--- src/rtl/nonogram_pkg.sv ---
`default_nettype none
// ============================================================================
// Module  : nonogram_pkg
// Purpose : Shared types and default geometry for the nonogram line checker
//           and the BRAM line reader.
// Revision: 1.0 - initial release
// ============================================================================
package nonogram_pkg;

  localparam int c_IDX_W   = 12;
  localparam int c_CELLS   = 256;
  localparam int c_MAX_LEN = 64;

  typedef struct packed {
    logic               value;
    logic [c_IDX_W-1:0] idx;
  } cell_entry_t;

  typedef enum logic [1:0] {
    S_IDLE   = 2'd0,
    S_STREAM = 2'd1,
    S_COMMIT = 2'd2,
    S_RESULT = 2'd3
  } chk_state_t;

endpackage
`default_nettype wire

--- src/rtl/cell_bitmap.sv ---
`default_nettype none
// ============================================================================
// Module  : cell_bitmap
// Purpose : CELLS-wide known/value register pair with one-cycle clear,
//           indexed read, indexed set and bulk merge.
// Revision: 1.0 - initial release
// ============================================================================
module cell_bitmap
  import nonogram_pkg::*;
#(
  parameter int IDX_W = c_IDX_W,
  parameter int CELLS = c_CELLS
) (
  input  logic             clk,
  input  logic             rst_n,
  input  logic             i_clear,
  input  logic             i_set_en,
  input  logic [IDX_W-1:0] i_set_idx,
  input  logic             i_set_val,
  input  logic             i_merge_en,
  input  logic [CELLS-1:0] i_merge_known,
  input  logic [CELLS-1:0] i_merge_val,
  input  logic [IDX_W-1:0] i_rd_idx,
  output logic             o_rd_known,
  output logic             o_rd_val,
  output logic [CELLS-1:0] o_known,
  output logic [CELLS-1:0] o_val
);

  localparam int c_AW = (CELLS > 1) ? $clog2(CELLS) : 1;

  logic [CELLS-1:0] r_known;
  logic [CELLS-1:0] r_val;
  logic [CELLS-1:0] w_known_nxt;
  logic [CELLS-1:0] w_val_nxt;
  logic             w_rd_in;
  logic             w_set_in;
  logic [c_AW-1:0]  w_rd_a;
  logic [c_AW-1:0]  w_set_a;

  assign w_rd_a   = i_rd_idx[c_AW-1:0];
  assign w_set_a  = i_set_idx[c_AW-1:0];
  assign w_rd_in  = (32'(i_rd_idx) < 32'(CELLS));
  assign w_set_in = (32'(i_set_idx) < 32'(CELLS));

  assign o_rd_known = w_rd_in && r_known[w_rd_a];
  assign o_rd_val   = w_rd_in && r_val[w_rd_a];
  assign o_known    = r_known;
  assign o_val      = r_val;

  // Clear, then merge, then set: a clear and a set in the same cycle
  // leaves exactly the newly set cell known.
  always_comb begin
    w_known_nxt = r_known;
    w_val_nxt   = r_val;
    if (i_clear) begin
      w_known_nxt = '0;
    end
    if (i_merge_en) begin
      w_known_nxt = w_known_nxt | i_merge_known;
      w_val_nxt   = (w_val_nxt & ~i_merge_known) | (i_merge_val & i_merge_known);
    end
    if (i_set_en && w_set_in) begin
      w_known_nxt[w_set_a] = 1'b1;
      w_val_nxt[w_set_a]   = i_set_val;
    end
  end

  always_ff @(posedge clk) begin
    if (!rst_n) begin
      r_known <= '0;
      r_val   <= '0;
    end else begin
      r_known <= w_known_nxt;
      r_val   <= w_val_nxt;
    end
  end

endmodule
`default_nettype wire

--- config.mk ---
export PLATFORM = sky130hd
export DESIGN_NAME = cell_bitmap
export DESIGN_NICKNAME = d
export VERILOG_FILES = /design/src/rtl/nonogram_pkg.sv /design/src/rtl/cell_bitmap.sv
export SDC_FILE = /design/constraint.sdc
export NUM_CORES = 1
export LEC_CHECK = 0
export ABC_AREA = 0
export CORE_AREA = 2 2 416 418
export CTS_CLUSTER_DIAMETER = 200
export DETAILED_ROUTE_END_ITERATION = 7
export DIE_AREA = 0 0 418 420
export DONT_BUFFER_PORTS = 1
export MAX_ROUTING_LAYER = met4
export PLACE_DENSITY_LB_ADDON = 0.1
export SYNTH_ARGS = -nofsm -noshare
export SYNTH_HDL_FRONTEND = slang
export SYNTH_SLANG_ARGS = --single-unit
--- constraint.sdc ---
create_clock -name clk -period 2.07 [get_ports clk]
set_clock_uncertainty 0.15 [all_clocks]
set_input_delay 0.207 -clock clk [delete_from_list [all_inputs] [get_ports clk]]
set_output_delay 0.207 -clock clk [all_outputs]
set_load 0.03 [all_outputs]
==> impl_metrics.json, run 1 <==
{
  "htree_levels": 3,
  "violations": "negative hold slack, negative setup slack",
  "port_buffers": 0,
  "grt_pass1_wl_um": 272000,
  "cts_buffer_depth": 3,
  "numCtsBuffers": 75,
  "crit_arrival_ps": 2980,
  "syn-instance-count": 3010,
  "maxSlewViolCount": 0,
  "combPwrFrac_pct": 21.4,
  "worstMarginPinSlew_ps": 1350,
  "path_class": "flop to primary output",
  "antenna_found_initial": 22,
  "die_h_um": 420,
  "gp_congestion": 0.873,
  "dr.pass1.iters": 5,
  "dieArea_um2": 176000,
  "setup_tns_ps": -2620,
  "cts_tree": "yes",
  "switching_power_mw": 9.33,
  "syn_avg_cell_area_um2": 9.37,
  "root_buffer": "clkbuf_16",
  "drt_iter0_drc": 2012,
  "synth.top_cell.area_share_pct": 36.3,
  "slew_headroom_pct": 9.96,
  "synthTopCellsByArea": "dfxtp_1 (36%), mux2i_1 (11%), o311a_1 (9.1%), o221ai_1 (8.8%), mux4_2 (8.0%)",
  "p_leak_nw": 18.1,
  "synth_warnings": 0,
  "pwr-share-clk_pct": 43.6,
  "post_cts_buffers": 0,
  "p_sw_share_pct": 30.5,
  "final_nets": 4600,
  "cap_viol_max_count": 0,
  "outcome": "finished, violations left",
  "hold_ws_ps": -453,
  "drive_above_1_share_pct": 22.7,
  "drc": 0,
  "post_drt_via_cell_ratio": 4.76,
  "routed_wirelength_um": 209000,
  "row_count": 152,
  "critPathCaptureType": "primary output",
  "die_w_um": 418,
  "worstPathRequired_ps": 1710,
  "core_um2": 171000,
  "start_util_pct": 16.5,
  "synth_edf_count": 0,
  "post-place-ws_ps": -1190,
  "area_growth_pct": 57.7,
  "syn_nets": 3552,
  "finalCritPeriodShare_pct": 161,
  "post-dp-hpwl_um": 149000,
  "fin_crit_ps": 3340,
  "finalHoldViolations": 362,
  "max_freq_mhz": 299,
  "grt_start_max_net_pins": 513,
  "worst_setup_path_start_kind": "flop",
  "yosys.area.top_type": "dfxtp_1",
  "pwr-share-seq_pct": 35.0,
  "ant_nets": 0,
  "synth-main-ff-cell": "dfxtp_1",
  "clock-sinks": 512,
  "boundaryPins": 1056,
  "p_int_mw": 21.2,
  "grt_util_all_layers_pct": 23.2,
  "setup_viol": 4,
  "route.vias.total": 30296,
  "cellPowerDensity_nw_per_um2": 687,
  "hold_class": "input port to flop",
  "rsz0062_at_grt": "true",
  "path_max_fanout": 2,
  "synth_common_cells": "dfxtp_1 (512), mux2i_1 (316), clkbuf_1 (296)",
  "wl_per_cell_um": 32.9,
  "peakVddDrop_mv": 0.531,
  "power_mw": 30.6,
  "syn_area_um2": 28200,
  "setup_ws_ps": -1270,
  "yosysMostFrequentCell": "dfxtp_1",
  "ys_ff_latch": 512,
  "grt_pass1_vias": 29617,
  "clk_latency_ps": 650,
  "seq_area_frac_synth_pct": 36.3,
  "synth_cell_types": 46,
  "ys_async_sr_fraction_pct": 0,
  "grt_overflow_total": 0,
  "cts.clk_slew.worst_paths_ps": 60
}
[power groups by stage]
stage                     registers, mW  clock network (mW)  logic (mW)
after floorplan                    11.9                   0        2.35
after global placement             10.9                   0        5.42
after detailed placement           10.9                   0        5.41
after CTS                          10.7                13.8        6.14
after global routing               10.7                14.1        6.88
final                              10.7                13.3        6.55
[sequential cells by signal (all words and copies together) (netlist names)]
| name | cells |
|---|---|
| o_known | 256 |
| o_val | 256 |
[final timing paths]
| check | end | slack, ps | start | cells after the start |
|---|---|---|---|---|
| max reg2reg | o_val[136] | 240 | o_val[136] | 5 |
| min | o_val[4] | -450 | rst_n | 1 |
| max | o_rd_known | -1270 | o_known[95] | 7 |
| min reg2reg | o_val[11] | 670 | o_val[11] | 4 |
[metrics by stage]
stage / instance area [um^2] / std cells / util, %
after CTS: 41800 / 6078 / 24.4
after floorplan: 28300 / 3010 / -
after global placement: 35300 / 5549 / 20.7
after global routing: 44500 / 6353 / 26.0
after detailed placement: 35300 / 5549 / 20.7
final: 44500 / 6359 / 26.0
[cell families after synthesis]
| group | after synthesis | synth area share, % |
|---|---|---|
| flip-flops | 512 | 36.3 |
| buffers and inverters | 608 | 8.69 |
| multiplexers | 431 | 20.4 |
| AND/OR/NAND/NOR | 605 | 10.8 |
| AO/OA/AOI/OAI | 854 | 23.8 |
[cell usage in the layout (no fill, tap or decap), drive strengths merged, types with 4 or more instances in the layout]
cell type	instances
o22ai	13
mux4	112
clkbuf	108
and2	257
inv	261
a21oi	18
nand2b	7
nand3	12
nand4	4
o21ai	263
o32ai	4
nor3	6
nor2	13
nand2	280
a2111oi	5
dfxtp	512
mux2i	316
bufinv	5
diode	19
dlygate4sd3	665
o311a	256
buf	655
nor2b	9
o221ai	282
clkinv	11
nor4	5
[final cells by class]
type / count / area (um^2)
Inverter: 259 / 975
Timing Repair Buffer: 1320 / 12200
Clock inverter: 18 / 260
Multi-Input combinational cell: 1890 / 15800
Clock buffer: 108 / 2170
Tap cell: 2233 / 2790
Sequential cell: 512 / 10300
Fill cell: 18560 / 126000
Antenna cell: 19 / 47.5
[critical path, stage by stage, from the launching register on]
cell and delay, ps:
dfxtp_2 320, mux4_2 480, mux4_2 540, or3_4 360, nand4_1 180, buf_4 170
o32ai_4 90, buf_12 160
[routing by layer]
layer | vias up | share of wire (%) | track usage [%]
met1 | 15516 | 41 | 26.7
li1 | 13447 | - | -
met2 | 1059 | 50 | 39.5
met3 | 274 | 6.1 | 5.64
met5 | - | 0 | -
met4 | 0 | 3.6 | 6.91
[repair_timing]
item	4_1_cts	5_1_grt
resized for setup	11	7
endpoints found under the setup margin	2	2
pin swaps	2	3
hold endpoints to repair	512	512
hold buffers	403	262
No activity file was read; power rests on OpenSTA's default activity.
==> run 2, diff against run 1 <==
--- a/config.mk
+++ b/config.mk
@@ -7,7 +7,6 @@
 export LEC_CHECK = 0
 export ABC_AREA = 0
 export CORE_AREA = 2 2 416 418
-export CTS_CLUSTER_DIAMETER = 200
 export DETAILED_ROUTE_END_ITERATION = 7
 export DIE_AREA = 0 0 418 420
 export DONT_BUFFER_PORTS = 1
==> constraint.sdc (replaced) <==
create_clock -name clk -period 3.9 [get_ports clk]
set_clock_uncertainty 0.15 [all_clocks]
set_input_delay 0.39 -clock clk [delete_from_list [all_inputs] [get_ports clk]]
set_output_delay 0.39 -clock clk [all_outputs]
set_load 0.03 [all_outputs]
==> run 2 against run 1 <==
Net effect: non-clock buffer count down 300; critical endpoint unchanged; highest routed layer unchanged; sequential power down 40%; the flow finishes with violations (negative hold slack, max-slew violations); cell count down 4.7%; die area unchanged; clock power down 47%; cell area down 4.7%; count of clock-buffer cells in the layout up 6.
==> impl_metrics.json, run 2 (synthesis gave the netlist of run 1 again) <==
{
  "grt_overflow_total": 0,
  "nFillCells": 18481,
  "peakVddDrop_mv": 0.324,
  "grt_pass1_wl_um": 269000,
  "setup_ws_ps": 50.1,
  "cts.clk_slew.worst_paths_ps": 60,
  "crit_end": "o_rd_known",
  "maxSlewViolCount": 39,
  "violations": "negative hold slack, max-slew violations",
  "area_growth_pct": 50.3,
  "post-place-ws_ps": -233,
  "post_drt_via_cell_ratio": 4.86,
  "rsz0062_at_grt": "false",
  "finalHoldViolations": 1,
  "clk_latency_ps": 690,
  "finalNonFillerCells": 6057,
  "fin_crit_ps": 3850,
  "drt_iter0_drc": 2058,
  "grt_util_all_layers_pct": 22.7,
  "die_h_um": 420,
  "htree_levels": 3,
  "dr.pass1.iters": 7,
  "dieArea_um2": 176000,
  "outcome": "finished, violations left",
  "reg2reg_to": "o_val[52]",
  "row_count": 152,
  "reg2reg_slack_ps": 1430,
  "worstMarginPinSlew_ps": 1540,
  "layout_common_cells": "dlygate4sd3_1 (934), dfxtp_1 (504), mux2i_1 (316)",
  "max_freq_mhz": 260,
  "post-dp-hpwl_um": 136000,
  "path_max_fanout": 100,
  "finalCritPeriodShare_pct": 98.7,
  "cts_tree": "yes",
  "regArea_um2": 10300,
  "port_buffers": 0,
  "numCtsBuffers": 77,
  "hold_ws_ps": -5.23,
  "cellPowerDensity_nw_per_um2": 378,
  "clock-sinks": 512,
  "crit_arrival_ps": 3310,
  "drc": 0,
  "crit_start": "i_rd_idx[1]",
  "boundaryPins": 1056,
  "drive_above_1_share_pct": 9.06,
  "grt_pass1_vias": 29601,
  "hold_class": "input port to flop",
  "cts_buffer_depth": 3,
  "gp_congestion": 0.878,
  "setup_viol": 0,
  "antenna_found_initial": 27,
  "start_util_pct": 16.5,
  "ant_nets": 0,
  "worstPathRequired_ps": 3360,
  "final_nets": 4302,
  "placed_cells": 4976,
  "slew_headroom_pct": -2.54,
  "die_w_um": 418,
  "root_buffer": "clkbuf_16",
  "core_um2": 171000,
  "routed_wirelength_um": 202000,
  "cap_viol_max_count": 0,
  "multi_input_area_um2": 15700,
  "path_class": "input port to primary output",
  "reg2reg_from": "o_val[52]",
  "route.vias.total": 29434,
  "post_cts_buffers": 0,
  "wl_per_cell_um": 33.4,
  "critPathCaptureType": "primary output",
  "p_leak_nw": 16.7,
  "reg2regPathDepth": 5,
  "final_common_cell": "dlygate4sd3_1",
  "grt_start_max_net_pins": 258,
  "worst_setup_path_start_kind": "input port"
}
[run 2: final cells by class]
class | count | area share [%]
multi-input combinational | 1890 | 37.1
sequential | 512 | 24.2
timing repair buffer | 1020 | 24.0
tap | 2233 | 6.59
clock buffer | 114 | 5.33
inverter | 259 | 2.30
clock inverter | 12 | 0.363
antenna | 17 | 0.100
[run 2: report_power, final]
part	leakage, nW	internal [mW]	switching (mW)
Combinational	11.3	1.37	1.14
Clock	1.19	4.16	2.90
Sequential	4.21	5.51	0.935
Total	16.7	11.0	4.98
[run 2: how the worst min path moves through the flow]
stage / depth (start not counted) / endpoint / slack, ps / start
6_report: 3 / o_known[110] / -5 / i_merge_known[110]
2_1_floorplan: 3 / o_known[48] / 500 / i_merge_known[48]
4_1_cts: 4 / o_val[209] / 1 / i_merge_en
3_5_place_dp: 1 / o_known[139] / 420 / rst_n
3_3_place_gp: 1 / o_known[146] / 410 / rst_n
5_1_grt: 3 / o_known[110] / 1 / i_merge_known[110]
[run 2: repair_timing]
item	CTS	global route
hold buffers	936	1
endpoints found under the setup margin	2	1
resized for setup	14	2
hold endpoints to repair	512	17
[run 2: routing by layer]
metal | vias to the layer above | share of wire (%) | wire [um] | GRT usage, %
li1 | 12796 | - | - | -
met1 | 15217 | 42 | 84500 | 27.4
met2 | 1163 | 49 | 99900 | 38.0
met3 | 258 | 5.7 | 11500 | 4.59
met4 | 0 | 3.0 | 6100 | 6.83
met5 | - | 0 | 0 | -
[run 2: critical path, stage by stage]
cell and delay [ps]:
nand2b_4 630, o221ai_1 610, a21oi_1 170, a2111oi_2 520, nand4_1 300, o32ai_2 170
buf_4 260
[run 2: stage by stage]
stage | util (%) | instance area [um^2] | power (mW) | hold WS (ps) | setup TNS (ps)
finish | 24.8 | 42400 | 16.0 | -5.23 | 0
global route | 24.8 | 42400 | 16.6 | 1.21 | 0
CTS | 24.8 | 42300 | 16.2 | 1.42 | 0
detailed placement | 17.8 | 30500 | 8.13 | 422 | -233
global placement | 17.8 | 30500 | 8.14 | 405 | -261
floorplan | - | 28200 | 7.57 | 497 | 0
==> run 3, diff against run 2 <==
--- a/config.mk
+++ b/config.mk
@@ -6,10 +6,13 @@
 export NUM_CORES = 1
 export LEC_CHECK = 0
 export ABC_AREA = 0
+export CELL_PAD_IN_SITES_DETAIL_PLACEMENT = 0
+export CELL_PAD_IN_SITES_GLOBAL_PLACEMENT = 1
 export CORE_AREA = 2 2 416 418
 export DETAILED_ROUTE_END_ITERATION = 7
 export DIE_AREA = 0 0 418 420
 export DONT_BUFFER_PORTS = 1
+export HOLD_SLACK_MARGIN = 0.08
 export MAX_ROUTING_LAYER = met4
 export PLACE_DENSITY_LB_ADDON = 0.1
 export SYNTH_ARGS = -nofsm -noshare
==> run 3 against run 2 <==
Net effect: the run now fails in clock tree synthesis (4_1_cts); synthesized area is the same; synthesized cell count unchanged.
==> impl_metrics.json, run 3 <==
{
  "htree_levels": 3,
  "syn_avg_cell_area_um2": 9.37,
  "synth_cell_types": 46,
  "syn_nets": 3552,
  "synth-main-ff-cell": "dfxtp_1",
  "error": "[ERROR RSZ-0060] Max buffer count reached.",
  "outcome": "aborted with a tool error",
  "cts_resized": 22,
  "gp_congestion": 0.891,
  "ys_ff_latch": 512,
  "synthTopCellsByArea": "dfxtp_1 (36%), mux2i_1 (11%), o311a_1 (9.1%), o221ai_1 (8.8%), mux4_2 (8.0%)",
  "die_h_um": 420,
  "cts_buffer_depth": 3,
  "root_buffer": "clkbuf_16",
  "post_cts_buffers": 0,
  "start_util_pct": 16.5,
  "synth_warnings": 0,
  "port_buffers": 0,
  "synth.top_cell.area_share_pct": 36.3,
  "synth_common_cells": "dfxtp_1 (512), mux2i_1 (316), clkbuf_1 (296)",
  "post-dp-hpwl_um": 136000,
  "seq_area_frac_synth_pct": 36.3,
  "die_w_um": 418,
  "syn-instance-count": 3010,
  "row_count": 152,
  "syn_area_um2": 28200,
  "lastStage": "clock tree synthesis (4_1_cts)",
  "clock-sinks": 512,
  "synth_edf_count": 0,
  "ys_async_sr_fraction_pct": 0,
  "numCtsBuffers": 76,
  "yosys.area.top_type": "dfxtp_1",
  "boundaryPins": 1056,
  "dpl_cell_area_um2": 30400,
  "yosysMostFrequentCell": "dfxtp_1",
  "ctsHoldBuffers": 1023
}
==> run 3: cell counts after synthesis <==
No cell type changed its count.
==> run 3: metrics by stage <==
step,hold slack [ps],setup WS (ps),instances
after detailed placement,428,257,4968
after global placement,423,87.5,4968
after floorplan,497,815,3010
==> run 3: kinds of logic after synthesis <==
family / after synthesis / share of synthesized area [%]
simple gates: 605 / 10.8
buf+inv: 608 / 8.69
flops: 512 / 36.3
mux: 431 / 20.4
compound gates: 854 / 23.8
==> run 4, diff against run 3 <==
==> config.mk (replaced) <==
export PLATFORM = sky130hd
export DESIGN_NAME = cell_bitmap
export DESIGN_NICKNAME = d
export VERILOG_FILES = /design/src/rtl/nonogram_pkg.sv /design/src/rtl/cell_bitmap.sv
export SDC_FILE = /design/constraint.sdc
export NUM_CORES = 1
export LEC_CHECK = 0
export ABC_AREA = 0
export CORE_AREA = 2 2 414 416
export DETAILED_ROUTE_END_ITERATION = 7
export DIE_AREA = 0 0 416 418
export DONT_BUFFER_PORTS = 1
export PLACE_DENSITY_LB_ADDON = 0.15
export SYNTH_ARGS = -nofsm -noshare
export SYNTH_HDL_FRONTEND = slang
export SYNTH_SLANG_ARGS = --single-unit
==> run 4 against run 3 <==
Net effect: the flow now finishes, with violations (negative setup slack).
==> impl_metrics.json, run 4 (synthesis gave the netlist of run 1 again) <==
{
  "drt_iter0_drc": 2282,
  "clk_latency_ps": 670,
  "row_count": 151,
  "rsz0062_at_grt": "false",
  "power_mw": 16.3,
  "hold_start": "i_merge_known[126]",
  "post-dp-hpwl_um": 144000,
  "path_class": "input port to primary output",
  "cellPowerDensity_nw_per_um2": 389,
  "worst_setup_path_start_kind": "input port",
  "holdPathStages": 3,
  "critPathCaptureType": "primary output",
  "outcome": "finished, violations left",
  "port_buffers": 0,
  "hold_ws_ps": 17.3,
  "drc": 0,
  "cts.clk_slew.worst_paths_ps": 60,
  "gp_congestion": 0.942,
  "antenna_found_initial": 29,
  "grt_util_all_layers_pct": 23.3,
  "finalHoldViolations": 0,
  "reg2reg_slack_ps": 1420,
  "path_max_fanout": 100,
  "post_drt_via_cell_ratio": 4.97,
  "area_growth_pct": 48.1,
  "setup_ws_ps": -59.8,
  "dr.pass1.iters": 5,
  "finalNonFillerCells": 5975,
  "setup_viol": 1,
  "drive_above_1_share_pct": 10.5,
  "max_freq_mhz": 253,
  "reg2regPathDepth": 5,
  "slew_headroom_pct": 8.59,
  "clock-sinks": 512,
  "ant_nets": 0,
  "reg2reg_to": "o_val[159]",
  "grt_pass1_wl_um": 279000,
  "violations": "negative setup slack",
  "final_util_pct": 24.7,
  "numCtsBuffers": 75,
  "die_h_um": 418,
  "peakVddDrop_mv": 0.278,
  "hold_path_end": "o_known[126]",
  "die_w_um": 416,
  "grt_start_max_net_pins": 271,
  "grt_pass1_vias": 29554,
  "layout_common_cells": "dlygate4sd3_1 (841), dfxtp_1 (487), mux2i_1 (316)",
  "p_leak_nw": 16.5,
  "final_nets": 4229,
  "final_common_cell": "dlygate4sd3_1",
  "fin_crit_ps": 3960,
  "cts_buffer_depth": 3,
  "boundaryPins": 1056,
  "placed_cells": 4984,
  "core_um2": 169000,
  "crit_arrival_ps": 3420,
  "hold_class": "input port to flop",
  "cap_viol_max_count": 0,
  "dieArea_um2": 174000,
  "htree_levels": 3,
  "finalCritPeriodShare_pct": 102,
  "grt_overflow_total": 0,
  "reg2reg_from": "o_val[159]",
  "route.vias.total": 29685,
  "worstMarginPinSlew_ps": 1370,
  "wl_per_cell_um": 35.4,
  "worstPathRequired_ps": 3360,
  "start_util_pct": 16.7,
  "routed_wirelength_um": 212000,
  "cts_tree": "yes",
  "maxSlewViolCount": 0,
  "root_buffer": "clkbuf_16"
}
==> run 4: per-stage QoR <==
step	worst slack [ps]	instance area, um^2	setup TNS [ps]
after floorplan	815	28200	0
after global placement	-18.7	30600	-18.7
after detailed placement	30.1	30600	0
after CTS	2.71	41700	0
after global routing	4.13	41800	0
final	-59.8	41800	-59.8
==> run 4: layer usage <==
metal / GRT usage, % / wire, um / vias up / part of all wire, %
met5: 0 / 55 / - / 0.026
met2: 39.6 / 103000 / 1302 / 49
li1: - / - / 12690 / -
met4: 8.10 / 7780 / 8 / 3.7
met1: 28.1 / 84900 / 15370 / 40
met3: 6.42 / 15800 / 315 / 7.5
==> run 4: where the power goes <==
part / switching (mW) / leakage (nW) / internal [mW]
clock network: 3.09 / 1.25 / 4.20
registers: 0.894 / 4.22 / 5.51
logic: 1.24 / 11.1 / 1.32
==> run 4: layout make-up <==
cell class | instances | area [um^2]
clock inverters | 26 | 370
fillers | 18335 | 127000
flip-flops and latches | 512 | 10300
clock buffers | 108 | 2180
diodes | 13 | 32.5
repair buffers | 949 | 9410
inverters | 259 | 975
multi-input cells | 1890 | 15700
well taps | 2218 | 2780
==> run 4: worst max-delay path by stage <==
stage / cells past startpoint / endpoint / from / slack, ps
after floorplan: 11 / o_rd_known / i_rd_idx[1] / 810
after global placement: 7 / o_rd_known / i_rd_idx[1] / -20
after detailed placement: 7 / o_rd_known / i_rd_idx[1] / 30
after CTS: 7 / o_rd_val / o_val[102] / 3
after global routing: 8 / o_rd_known / o_known[55] / 4
final: 8 / o_rd_known / i_rd_idx[1] / -60
==> run 4: timing repair <==
action                                  CTS  global route
endpoints found under the setup margin    2             0
hold buffers                            844             0
resized for setup                        35             0
endpoints found under the hold margin   512             0
buffers inserted                          0             0
==> run 4: critical path, stage by stage <==
cell       delay [ps]
nand2_4           560
o221ai_2          550
a21oi_1           130
a2111oi_1         440
buf_4             170
nand4_1           390
o32ai_2           300
buf_12            180
